$ cat config.mk
export PLATFORM = sky130hd
export DESIGN_NAME = pio_bank
export DESIGN_NICKNAME = d
export VERILOG_FILES = /design/src/rtl/pio_pkg.sv /design/src/rtl/pio_filter.sv /design/src/rtl/pio_bank.sv
export SDC_FILE = /design/constraint.sdc
export NUM_CORES = 1
export LEC_CHECK = 0
export BUFFER_PORTS_ARGS = -buffer_cell sky130_fd_sc_hd__buf_4
export CORE_MARGIN = 2
export CORE_UTILIZATION = 54
export CTS_CLUSTER_DIAMETER = 120
export DETAILED_ROUTE_END_ITERATION = 10
export GPL_TIMING_DRIVEN = 0
export PLACE_DENSITY = 0.85
export SETUP_SLACK_MARGIN = 0.15
export SLEW_MARGIN = 20
export SYNTH_ARGS = -nofsm -noshare
export SYNTH_HDL_FRONTEND = slang
export SYNTH_SLANG_ARGS = --single-unit
$ cat constraint.sdc
create_clock -name clk -period 4.34 [get_ports clk]
set_input_delay 0.868 -clock clk [delete_from_list [all_inputs] [get_ports clk]]
set_output_delay 0.868 -clock clk [all_outputs]
set_load 0.005 [all_outputs]
$ cat src/rtl/pio_pkg.sv
// Shared definitions for the parallel I/O bank: register indices and bus width.
package pio_pkg;

  localparam int unsigned BUS_W = 32;

  typedef enum logic [2:0] {
    PIO_OUT  = 3'd0,
    PIO_DIR  = 3'd1,
    PIO_IN   = 3'd2,
    PIO_PEND = 3'd3,
    PIO_IE   = 3'd4
  } pio_reg_e;

endpackage

$ cat src/rtl/pio_filter.sv
// Single-bit input conditioning: 2-flop synchroniser, optionally followed by
// a debounce filter (enabled with macro PIO_DEBOUNCE_EN).
module pio_filter #(
  parameter int unsigned DEB_CYC = 4
) (
  input  logic clk,
  input  logic reset,
  input  logic pin,
  output logic in_f
);

  logic s1;
  logic s2;

  // Two-stage synchroniser for the asynchronous pin.
  always_ff @(posedge clk or posedge reset) begin
    if (reset) begin
      s1 <= 1'b0;
      s2 <= 1'b0;
    end else begin
      s1 <= pin;
      s2 <= s1;
    end
  end

`ifdef PIO_DEBOUNCE_EN
  localparam int unsigned CW = $clog2(DEB_CYC + 1);

  logic [CW-1:0] cnt;

  // Accept a new level only after DEB_CYC consecutive cycles of disagreement.
  always_ff @(posedge clk or posedge reset) begin
    if (reset) begin
      cnt  <= '0;
      in_f <= 1'b0;
    end else if (s2 == in_f) begin
      cnt <= '0;
    end else if (cnt == CW'(DEB_CYC - 1)) begin
      in_f <= s2;
      cnt  <= '0;
    end else begin
      cnt <= cnt + 1'b1;
    end
  end
`else
  assign in_f = s2;
`endif

endmodule

$ cat src/rtl/pio_bank.sv
// Parametrised GPIO bank: OUT/DIR/IN/PEND/IE registers on the peripheral bus,
// synchronised inputs and masked rising-edge interrupt.
// Optional input debounce is built when PIO_DEBOUNCE_EN is defined.
module pio_bank
  import pio_pkg::*;
#(
  parameter int unsigned    WIDTH   = 8,
  parameter int unsigned    DEB_CYC = 4,
  parameter logic [WIDTH-1:0] OUT_RST = '0
) (
  input  logic             clk,
  input  logic             reset,
  input  logic             bus_en,
  input  logic             bus_wr,
  input  logic [2:0]       bus_addr,
  input  logic [BUS_W-1:0] bus_wdata,
  output logic [BUS_W-1:0] bus_rdata,
  output logic             bus_ack,
  input  logic [WIDTH-1:0] pio_i,
  output logic [WIDTH-1:0] pio_o,
  output logic [WIDTH-1:0] pio_oe,
  output logic             irq
);

  logic [WIDTH-1:0] out_r;
  logic [WIDTH-1:0] dir_r;
  logic [WIDTH-1:0] pend_r;
  logic [WIDTH-1:0] ie_r;
  logic [WIDTH-1:0] in_f;
  logic [WIDTH-1:0] in_f_d;
  logic [WIDTH-1:0] wd;
  logic [WIDTH-1:0] rise;
  logic [WIDTH-1:0] clr;
  logic [BUS_W-1:0] rd_val;
  logic             wr_acc;
  logic             rd_acc;
  logic             unused_wdata;

  // Upper write-data bits beyond WIDTH carry no meaning.
  assign unused_wdata = ^bus_wdata;

  for (genvar i = 0; i < WIDTH; i++) begin : g_bit
    pio_filter #(.DEB_CYC(DEB_CYC)) u_filter (
      .clk  (clk),
      .reset(reset),
      .pin  (pio_i[i]),
      .in_f (in_f[i])
    );
  end

  assign wd     = bus_wdata[WIDTH-1:0];
  assign wr_acc = bus_en & bus_wr;
  assign rd_acc = bus_en & ~bus_wr;
  assign rise   = in_f & ~in_f_d;
  assign clr    = (wr_acc && bus_addr == PIO_PEND) ? wd : '0;

  assign pio_o  = out_r;
  assign pio_oe = dir_r;

  // Read multiplexer; unmapped indices and bits above WIDTH read zero.
  always_comb begin
    rd_val = '0;
    case (bus_addr)
      PIO_OUT:  rd_val[WIDTH-1:0] = out_r;
      PIO_DIR:  rd_val[WIDTH-1:0] = dir_r;
      PIO_IN:   rd_val[WIDTH-1:0] = in_f;
      PIO_PEND: rd_val[WIDTH-1:0] = pend_r;
      PIO_IE:   rd_val[WIDTH-1:0] = ie_r;
      default:  rd_val = '0;
    endcase
  end

  // Bus registers, edge capture (set beats W1C) and registered irq.
  always_ff @(posedge clk or posedge reset) begin
    if (reset) begin
      out_r     <= OUT_RST;
      dir_r     <= '0;
      pend_r    <= '0;
      ie_r      <= '0;
      in_f_d    <= '0;
      bus_rdata <= '0;
      bus_ack   <= 1'b0;
      irq       <= 1'b0;
    end else begin
      bus_ack <= bus_en;
      in_f_d  <= in_f;
      pend_r  <= (pend_r & ~clr) | rise;
      irq     <= |(pend_r & ie_r);
      if (rd_acc) begin
        bus_rdata <= rd_val;
      end
      if (wr_acc) begin
        case (bus_addr)
          PIO_OUT: out_r <= wd;
          PIO_DIR: dir_r <= wd;
          PIO_IE:  ie_r  <= wd;
          default: ;
        endcase
      end
    end
  end

endmodule

# After elaboration in Yosys (flattened, before gate mapping)
# Cells that the tools add are included.
totals:
  ff_bits: 66
  latchBits: 0
  ram_bits: 0
  mem_bits_ro: 0
  inputBits: 47
  wordCells: 45
  n_memories: 0
op_classes:
  addsub: 0
  mul: 0
  n_div: 0
  n_lt_le_gt_ge: 0
  eq_ne: 4
  shift: 0
  mux: 2
  n_bitwise: 9
  n_reduce_logical: 6
ops:
  columns: ["cell", "n"]
  rows:
  - ["$pmux W8 S5", 1]
  - ["$and A8 B8 Y8", 3]
  - ["$not A8 Y8", 2]
  - ["$mux W8", 1]
  - ["$or A8 B8 Y8", 1]
  - ["$reduce_or A8 Y1", 1]
  - ["$eq A3 B2 Y1 const B", 2]
  - ["$reduce_and A2 Y1", 3]
  - ["$eq A3 B1 Y1 const B", 1]
  - ["$eq A3 B3 Y1 const B", 1]
  - ["$logic_not A3 Y1", 1]
  - ["$and A1 B1 Y1", 2]
  - ["$logic_and A1 B1 Y1", 1]
  - ["$not A1 Y1", 1]

# Depth between registers and ports, before layout
# Gate-level depths: netlist (run 1).
logic_depth:
  word_depth: 6
  mapped_depth: 5
  mapped_depth_nobuf: 3

# By module
# A second synthesis (run 1) with hierarchy kept.
hier_totals:
  cells_unflattened: 230
  hier_area_um2: 2886.5
modules_own_cells:
  columns: ["module", "n_inst", "cells_per_inst", "area_each_um2"]
  rows:
  - ["pio_bank", 1, 206, 2456.1]
  - ["pio_filter", 8, 3, 53.8]

# Worst setup path after synthesis (run 1)
# No wires, ideal clock.
synth_path:
  kind: "input to register"
  start: "input bus_addr[2]"
  end: "register out_r[0] (netlist: pio_o[0])"
  setup_ps: 125
  arrival_time_ps: 1897
  slack_ps: 2318
  path_stages: 4
  cell_sequence: "and3b_1 -> buf_4 -> nor3b_4 -> mux2_2"
synth_between:
  elab_chain_cells: 2
synth_rtl:
  columns: ["element", "line", "rtl"]
  rows:
  - ["start, declared", "pio_bank.sv:15", "input logic [2:0] bus_addr,"]
  - ["$logic_not A3 Y1", "pio_bank.sv:93", "case (bus_addr)"]
  - ["$reduce_and A2 Y1 (no line)", null, null]
  - ["end signal, assigned", "pio_bank.sv:94", "PIO_OUT: out_r <= wd;"]
  - ["end, declared", "pio_bank.sv:25", "logic [WIDTH-1:0] out_r;"]
# Every way passes these cells.
# A chain may end at the register's enable or synchronous reset.

# Worst setup path in the final report (run 1)
layout_path:
  start: "input bus_addr[2]"
  end: "register out_r[3] (netlist: pio_o[3])"
# Same word-level chain as after synthesis.

==> results of run 1 <==
[report_power, final]
part	leakage, nW	internal [mW]	switching [mW]
Combinational	0.909	0.157	0.101
Clock	0.119	0.370	0.220
Sequential	0.772	0.694	0.0572
Total	1.80	1.22	0.379
[layout by cell type, fill, tap and decap left out, types with 10 or more instances in the layout]
cell and n:
clkbuf_8 12, and3b_1 15, a22oi_1 11, nand2_1 10, conb_1 24, buf_4 74
mux2_2 31, o211ai_1 15, dfrtp_1 66
[per-layer routing]
metal	GRT usage	wire, microns	up-vias	part of all wire
met4	0.0727	54	0	0.0090
met1	0.302	2680	982	0.45
li1	-	-	914	-
met3	0.0506	350	6	0.058
met2	0.333	2900	71	0.48
met5	0	0	-	0
[layout make-up]
| type | instances | area (sq um) |
|---|---|---|
| multi-input cells | 136 | 1030 |
| clock inverters | 4 | 72.6 |
| clock buffers | 12 | 165 |
| inverters | 9 | 36.3 |
| flip-flops and latches | 66 | 1650 |
| repair buffers | 49 | 380 |
| well taps | 70 | 87.6 |
| fillers | 382 | 1460 |
| plain buffers | 34 | 226 |
[stage by stage]
step | cells | utilization | power [mW]
CTS | 380 | 0.715 | 1.62
finish | 380 | 0.715 | 1.60
detailed placement | 364 | 0.668 | 1.02
floorplan | 245 | - | 0.886
global route | 380 | 0.715 | 1.67
global placement | 363 | 0.664 | 1.01
[worst max-delay path by stage]
stage,cells past startpoint,end,start,slack (ns)
2_1_floorplan,1,bus_ack,reset,1.82
3_3_place_gp,2,pend_r[5],reset,1.11
3_5_place_dp,5,pio_o[0],bus_addr[2],1.87
4_1_cts,5,pio_o[3],bus_addr[2],2.22
5_1_grt,5,pio_o[4],bus_addr[2],2.15
6_report,5,pio_o[3],bus_addr[2],2.21
[Yosys cell counts]
library cell and instances:
mux2_2 31, and4bb_2 1, o211ai_1 15, conb_1 1
buf_2 1, dfrtp_1 66, buf_4 26, and2_1 1
or2_0 1, nand2b_1 1, nand4_1 1, nor3b_1 1
inv_1 9, nor3b_4 1, mux2i_1 1, a2bb2oi_1 1
clkbuf_1 7, nand3b_1 3, a22oi_1 11, a211o_1 1
nand2_1 10, nor2_1 1, a22o_1 8, and3b_1 15
nand3_1 8
[state kept, by name, summed over array words and instances, names as in the netlist, 8 cells and up]
register             cells
pend_r                   8
ie_r                     8
in_f_d                   8
pio_o                    8
bus_rdata                8
g_bit.u_filter.in_f      8
g_bit.u_filter.s1        8
pio_oe                   8
[critical path, cell delays in order]
cell and delay (ns):
buf_4 0.11, and3b_1 0.20, buf_4 0.18, nor3b_4 0.57, mux2_2 0.40
[logic make-up (layout without fill, tap and decap cells)]
kind of cell,count (synthesis),after routing,share of synthesized area
DFF,66,66,0.578
AOI/OAI and AO/OA,36,36,0.0990
buffers and inverters,43,108,0.0911
muxes,32,32,0.126
and+or+nand+nor,44,44,0.105
other,1,24,0.00131
==> results.md, run 1 <==
* #FFs+latches synth at 66
* Netlist Area Pre-Place at 0.00286 sq mm
* Area Overhead vs Synth at 27.8%
* Die area at 0.00589 sq mm
* Clock insertion delay at the later pin of the skew report at 0.33 ns
* Worst hold slack at 0.346 ns
* Outcome: complete, no violations
* GR Util All Layers at 0.216
* CTS Buf Count at 9
* Crit path DAT at 2.34 ns
* Final RePlAce weighted congestion at 0.818
* DRC errors left at 0
* 1st-iter DRT viols at 184
* CTS HTree Levels at 3
* Hold crit path type: flip-flop to flip-flop
* Dpl cell area at 0.00341 sq mm
* Clock transition at path regs at 0.07 ns
* Slew at the pin closest to its max-slew limit at 0.828 ns
* Diodes inserted at 0
* Clock skew at 0.00716 ns
* R2R Setup Slk at 3.25 ns
* Row cnt at 26
* First-pass GRT wire length at 9.74 mm
* Critical path type: primary input to flip-flop
* Finished Cell Area at 0.00365 sq mm
* FF-to-FF path depth at 3
* VDD IR max at 0.339 mV
* Die width at 76.7 microns
* RSZ-0062 raised after global routing: false
* DR vias/cell at 5.19
* Final setup violation count at 0
* PwrDens at 438 mW/mm^2
* WHS Path Cells at 0
* Final count of pins violating max slew at 0
* FF-to-FF End: bus_rdata[7]
* CTS Hold Bufs at 0
* CP Launch Type: primary input
* Worst r2r src: pend_r[7]
* Final setup TNS at 0 ns
* Max clock buf depth at 2
* Congestion Overflow GR at 0
* Leakage at 1.80 nW
* Initial antenna violation count at 0
* Gate Count Post-Synth at 222
* DP Wirelength at 4.09 mm
* Hold_sp: g_bit[2].u_filter.s1
* Share of cells above drive strength 1 at 0.406
* TritonCTS clock tree: built
* CP Capture Type: flip-flop
* Final hold vios at 0
* WP data required at 4.55 ns
* Max-Cap Viols at 0
* Die Y at 76.7 microns
* Ranking of synthesized cells by area: dfrtp_1 (58%), mux2_2 (12%), buf_4 (6.8%)
* Vias at 1973
* Area leader, netlist: dfrtp_1
* Initial Util at 0.559
* Seq/Total Area, Yosys at 0.578
* Worst Path Max Fanout at 10
* Synth warn at 0
* Number of library cell types mapped by synthesis at 25
* Final worst-path cycle share at 0.490
* Avg Cell Area, Syn at 12.9 sq um
* Postcts setup bufs at 0
* Port bufs at 48
* Endpoint of the worst hold path: g_bit[2].u_filter.in_f
* Clock Sinks at 66
* Placement-stage worst setup slack at 1.87 ns
* Post-Route WL at 5.98 mm
* Slew margin rel. at 0.447
* Core box area at 0.00511 sq mm
* # IOs at 97
* DR WL/cell at 15.7 microns
* DRT antenna net count at 0
* Crit path time final at 2.13 ns
* Post-CTS sizing at 0
* Synth top area share at 0.578
* Vias in the first global route at 1934
* Max Clk Rate at 470 MHz
* Fin nets at 352
* DR pass1 iterations at 4
* PnR worst setup slack at 2.21 ns
* Largest net degree at the start of global routing at 37
* Clock root cell: clkbuf_8
Power figures use the tool's default switching activity.
==> run 2, diff against run 1 <==
--- a/config.mk
+++ b/config.mk
@@ -5,13 +5,14 @@
 export SDC_FILE = /design/constraint.sdc
 export NUM_CORES = 1
 export LEC_CHECK = 0
+export ABC_AREA = 1
 export BUFFER_PORTS_ARGS = -buffer_cell sky130_fd_sc_hd__buf_4
 export CORE_MARGIN = 2
-export CORE_UTILIZATION = 54
+export CORE_UTILIZATION = 50
 export CTS_CLUSTER_DIAMETER = 120
 export DETAILED_ROUTE_END_ITERATION = 10
 export GPL_TIMING_DRIVEN = 0
-export PLACE_DENSITY = 0.85
+export PLACE_DENSITY = 0.79
 export SETUP_SLACK_MARGIN = 0.15
 export SLEW_MARGIN = 20
 export SYNTH_ARGS = -nofsm -noshare
==> constraint.sdc (replaced) <==
create_clock -name clk -period 2 [get_ports clk]
set_input_delay 0.4 -clock clk [delete_from_list [all_inputs] [get_ports clk]]
set_output_delay 0.4 -clock clk [all_outputs]
set_load 0.005 [all_outputs]
==> results.md, run 2 <==
* Critical path type: flip-flop to output port
* VDD IR max at 0.548 mV
* PwrDens at 868 mW/mm^2
* Synth top area share at 0.563
* Initial Util at 0.526
* Multi-input logic area at 971 sq um
* Final worst-path cycle share at 0.659
* Clock root cell: clkbuf_8
* Clock insertion delay at the later pin of the skew report at 0.34 ns
* Post-synth ARST share at 1.00
* #FFs+latches synth at 66
* # IOs at 97
* Max Clk Rate at 758 MHz
* Port bufs at 46
* Crit path time final at 1.32 ns
* Hold crit path type: primary input to asynchronous set/reset pin
* Outcome: complete, no violations
* Critical Path, Cell by Cell: buf_4
* RSZ-0062 raised after global routing: false
* Fin nets at 418
* Initial antenna violation count at 0
* Largest net degree at the start of global routing at 25
* 1st-iter DRT viols at 231
* Die width at 80.6 microns
* Vias at 2328
* Post-Route WL at 6.63 mm
* Most Crowded Layer GR: met2
* Clock skew at 0.00829 ns
* Most common flop cell mapped by yosys: dfrtp_1
* Leakage at 1.93 nW
* Vias in the first global route at 2149
* WP data required at 1.60 ns
* Commonest cells after routing, fill and taps aside: buf_4 (71), dfrtp_1 (66), nand2_1 (48)
* Max-Cap Viols at 0
* Final setup violation count at 0
* Met1 usage at 0.296
* Row cnt at 27
* DP Wirelength at 4.70 mm
* Synth warn at 0
* Seq/Total Area, Yosys at 0.563
* CTS Hold Bufs at 0
* Final RePlAce weighted congestion at 0.857
* Worst Path Max Fanout at 3
* Clock Sinks at 66
* CP Launch Type: flip-flop
* CP Capture Type: output port
* First-pass GRT wire length at 10.5 mm
* Final count of pins violating max slew at 0
* Die area at 0.00650 sq mm
* GR Util All Layers at 0.226
* Avg Cell Area, Syn at 10.2 sq um
* Congestion Overflow GR at 0
* Worst path buffer plus inverter count at 1
* DR pass1 iterations at 5
* CTS Buf Count at 9
* Postcts setup bufs at 0
* Crit path DAT at 0.92 ns
* Gate Count Post-Synth at 289
* Final core occ at 0.662
* Final hold vios at 0
* Grt met2 use at 0.345
* Die Y at 80.6 microns
* CTS HTree Levels at 3
* Most frequent cells after synthesis: dfrtp_1 (66), nand2_1 (48), o21ai_1 (41)
* DRT antenna net count at 0
* Share of cells above drive strength 1 at 0.305
* Core box area at 0.00557 sq mm
* FF+latch area at 0.00165 sq mm
* Tot Pwr at 3.20 mW
* Grt met3 use at 0.0652
* Commonest non-fill, non-tap cell in the layout: buf_4
* CP max stage cell: dfrtp_1
* DR WL/cell at 14.9 microns
* Number of synthesized flops with an enable pin at 0
* Clock transition at path regs at 0.07 ns
* Netlist Area Pre-Place at 0.00293 sq mm
* Count leader, synth: dfrtp_1
* Slew margin rel. at 0.632
* CP max stage delay at 0.42 ns
* Diodes inserted at 0
* Max clock buf depth at 2
* Post-CTS sizing at 0
* Worst path top cell family by delay: flip-flops
* Area leader, netlist: dfrtp_1
* DRC errors left at 0
* Ranking of synthesized cells by area: dfrtp_1 (56%), o21ai_1 (7.0%), buf_4 (6.4%)
* DR vias/cell at 5.22
* Slew at the pin closest to its max-slew limit at 0.551 ns
* Fillers at 470
* TritonCTS clock tree: built
* Area Overhead vs Synth at 25.7%
* Number of library cell types mapped by synthesis at 24
* Final setup TNS at 0 ns
-- run 2: cell count changes in the layout (fill, tap and decap cells not counted), moves of 7 or more --
| cell | change |
|---|---|
| nand4_1 | +8 |
| o21bai_1 | +7 |
| mux2_2 | -31 |
| a22oi_1 | -11 |
| inv_1 | +15 |
| nand3_1 | +19 |
| o21ai_1 | +41 |
| and3b_1 | -15 |
| nand2_1 | +38 |
| o211ai_1 | -15 |
-- run 2: logic make-up after synthesis --
family | after synthesis | share of synthesized area
flops | 66 | 0.563
simple gates | 102 | 0.194
buf+inv | 64 | 0.136
compound gates | 56 | 0.107
other cells | 1 | 0.00128
-- run 2: power breakdown --
part	internal [mW]	leakage [nW]	switching, mW
Clock	0.555	0.0918	0.459
Combinational	0.300	1.06	0.267
Sequential	1.49	0.783	0.125
Total	2.35	1.93	0.851
-- run 2: routing by layer --
layer,vias up,wire length (microns)
met1,1113,2720
met5,-,0
met3,10,580
li1,1083,-
met4,0,84
met2,122,3240
-- run 2: area by class of cell --
cell class | instances | share of cell area
flip-flops and latches | 66 | 0.448
multi-input cells | 182 | 0.263
repair buffers | 48 | 0.109
plain buffers | 36 | 0.0780
clock buffers | 10 | 0.0346
inverters | 28 | 0.0309
well taps | 72 | 0.0244
clock inverters | 4 | 0.0122
-- run 2: path summary, 6_finish.rpt --
| path | to | slack [ns] | cells past startpoint | from |
|---|---|---|---|---|
| min in group clk | g_bit[2].u_filter.s1 | 0.16 | 1 | pio_i[2] |
| min reg2reg | g_bit[5].u_filter.in_f | 0.34 | 0 | g_bit[5].u_filter.s1 |
| max reg2reg | irq | 1.02 | 3 | pend_r[4] |
| max in group asynchronous | in_f_d[4] | 1.23 | 4 | reset |
| min | pend_r[3] | 0.11 | 2 | reset |
| max | pio_o[5] | 0.68 | 1 | pio_o[5] |
-- run 2: stage by stage --
step                area (sq um)  worst slack [ns]  std cells  hold slack, ns
global route                3690             0.638        446           0.138
global placement            3460             0.456        430           0.331
detailed placement          3510             0.447        432           0.337
CTS                         3690             0.667        446           0.123
floorplan                   3020             0.755        312           0.331
finish                      3690             0.681        446           0.115
==> run 3, diff against run 2 <==
--- a/config.mk
+++ b/config.mk
@@ -8,11 +8,11 @@
 export ABC_AREA = 1
 export BUFFER_PORTS_ARGS = -buffer_cell sky130_fd_sc_hd__buf_4
 export CORE_MARGIN = 2
-export CORE_UTILIZATION = 50
+export CORE_UTILIZATION = 45
 export CTS_CLUSTER_DIAMETER = 120
 export DETAILED_ROUTE_END_ITERATION = 10
 export GPL_TIMING_DRIVEN = 0
-export PLACE_DENSITY = 0.79
+export PLACE_DENSITY = 0.75
 export SETUP_SLACK_MARGIN = 0.15
 export SLEW_MARGIN = 20
 export SYNTH_ARGS = -nofsm -noshare
==> constraint.sdc (replaced) <==
create_clock -name clk -period 1.1 [get_ports clk]
set_input_delay 0.22 -clock clk [delete_from_list [all_inputs] [get_ports clk]]
set_output_delay 0.22 -clock clk [all_outputs]
set_load 0.005 [all_outputs]
==> results.md, run 3 (synthesized netlist as in run 2, its figures left out) <==
* FF-to-FF End: bus_rdata[7]
* Finished Cell Area at 0.00438 sq mm
* Fin nets at 458
* # IOs at 97
* Worst hold slack at -0.0105 ns
* WP data required at 0.88 ns
* Die Y at 84.7 microns
* DRC errors left at 0
* Hold crit path type: primary input to asynchronous set/reset pin
* Max-Cap Viols at 0
* Failing checks: hold timing, setup timing
* Leakage at 2.22 nW
* RSZ-0062 raised after global routing: true
* Fillers at 463
* Largest net degree at the start of global routing at 35
* Area Overhead vs Synth at 49.2%
* DP Wirelength at 4.60 mm
* Crit path time final at 1.11 ns
* PwrDens at 1470 mW/mm^2
* Worst r2r src: pio_oe[7]
* Worst Path Max Fanout at 2
* Vias in the first global route at 2412
* First-pass GRT wire length at 11.7 mm
* Slew margin rel. at 0.521
* Crit path DAT at 0.89 ns
* Final setup violation count at 2
* Critical path type: flip-flop to output port
* Clock root cell: clkbuf_8
* CP Capture Type: output port
* Slew at the pin closest to its max-slew limit at 0.717 ns
* Diodes inserted at 0
* Number of cells on the critical path at 1
* Initial antenna violation count at 0
* CP Launch Type: flip-flop
* Critical Path, Cell by Cell: buf_6
* Clock transition at path regs at 0.07 ns
* Post-Route WL at 7.35 mm
* Initial Util at 0.465
* Clock Sinks at 66
* Max Clk Rate at 901 MHz
* Worst path top cell family by delay: flip-flops
* FF-to-FF path depth at 5
* VDD IR max at 1.00 mV
* CTS Buf Count at 9
* CP max stage cell: dfrtp_1
* R2R Setup Slk at 0.04 ns
* Max clock buf depth at 2
* Congestion Overflow GR at 0
* Share of cells above drive strength 1 at 0.411
* TritonCTS clock tree: built
* GR Util All Layers at 0.214
* Commonest cells after routing, fill and taps aside: dfrtp_1 (66), buf_4 (61), nand2_1 (46)
* CP max stage delay at 0.42 ns
* Row cnt at 29
* Outcome: finished, violations left
* Die width at 84.7 microns
* CTS HTree Levels at 3
* DR vias/cell at 4.98
* Core box area at 0.00631 sq mm
* Worst path buffer plus inverter count at 1
* Die area at 0.00718 sq mm
* Final RePlAce weighted congestion at 0.936
* Commonest non-fill, non-tap cell in the layout: dfrtp_1
* DRT antenna net count at 0
* Final hold vios at 31
* Port bufs at 46
* DR WL/cell at 15.0 microns
* Dpl cell area at 0.00354 sq mm
* Final count of pins violating max slew at 0
* Clock skew at 0.00693 ns
* 1st-iter DRT viols at 182
* PnR worst setup slack at -0.0100 ns
* DR pass1 iterations at 4
* Clock insertion delay at the later pin of the skew report at 0.34 ns
* Final worst-path cycle share at 1.01
* Vias at 2447
run 3: cell types whose count changed in the layout (fill, tap and decap cells not counted), moves of 4 or more:
cell           previous run  this run
buf_12                    1         8
buf_4                    71        61
buf_6                     5        43
dlygate4sd3_1             0         9
nand3_1                  27        12
nand3_2                   6        17
nand3_4                   3         7
o21bai_1                  7         3
run 3: what timing repair did:
item	4_1_cts	5_1_grt
endpoints found under the setup margin	32	42
pin swaps	19	23
hold buffers	9	0
buffers inserted	22	10
endpoints found under the hold margin	9	0
gates resized for setup	41	28
run 3: how the worst max path moves through the flow:
stage / from / endpoint
final: pio_o[5] / pio_o[5]
after global routing: pio_o[5] / pio_o[5]
after CTS: pio_o[6] / pio_o[6]
after detailed placement: bus_addr[2] / pend_r[6]
after global placement: reset / bus_rdata[0]
after floorplan: bus_addr[0] / ie_r[0]
run 3: final cells by class:
class / instances / area [sq um] / share of cell area
flip-flops and latches: 66 / 1650 / 0.377
well taps: 77 / 96.3 / 0.0220
repair buffers: 88 / 876 / 0.200
inverters: 28 / 116 / 0.0266
clock buffers: 12 / 165 / 0.0377
clock inverters: 2 / 12.5 / 0.00286
multi-input cells: 182 / 1130 / 0.258
plain buffers: 36 / 330 / 0.0755
run 3: per-layer routing:
metal / routed length (microns) / up-vias / GRT usage / part of all wire
met1: 3150 / 1194 / 0.292 / 0.43
met5: 0 / - / 0 / 0
met3: 572 / 11 / 0.0492 / 0.078
li1: - / 1156 / - / -
met4: 132 / 0 / 0.113 / 0.018
met2: 3490 / 86 / 0.321 / 0.48
run 3: power breakdown:
| group | internal, mW | switching (mW) | leakage (nW) |
|---|---|---|---|
| registers | 2.72 | 0.230 | 0.783 |
| logic | 0.982 | 0.650 | 1.35 |
| clock network | 0.973 | 0.887 | 0.0903 |
| total | 4.67 | 1.77 | 2.22 |
run 3: through the flow:
step / total power [mW] / utilization / worst slack [ns] / cells / setup TNS (ns)
2_1_floorplan: 3.51 / - / 0.0963 / 312 / 0
3_3_place_gp: 3.97 / 0.558 / -0.282 / 435 / -21.93
3_5_place_dp: 4.01 / 0.561 / -0.214 / 436 / -3.92
4_1_cts: 6.27 / 0.656 / -0.00914 / 481 / -0.0216
5_1_grt: 6.76 / 0.693 / -0.0411 / 491 / -0.409
6_report: 6.44 / 0.693 / -0.0100 / 491 / -0.0114
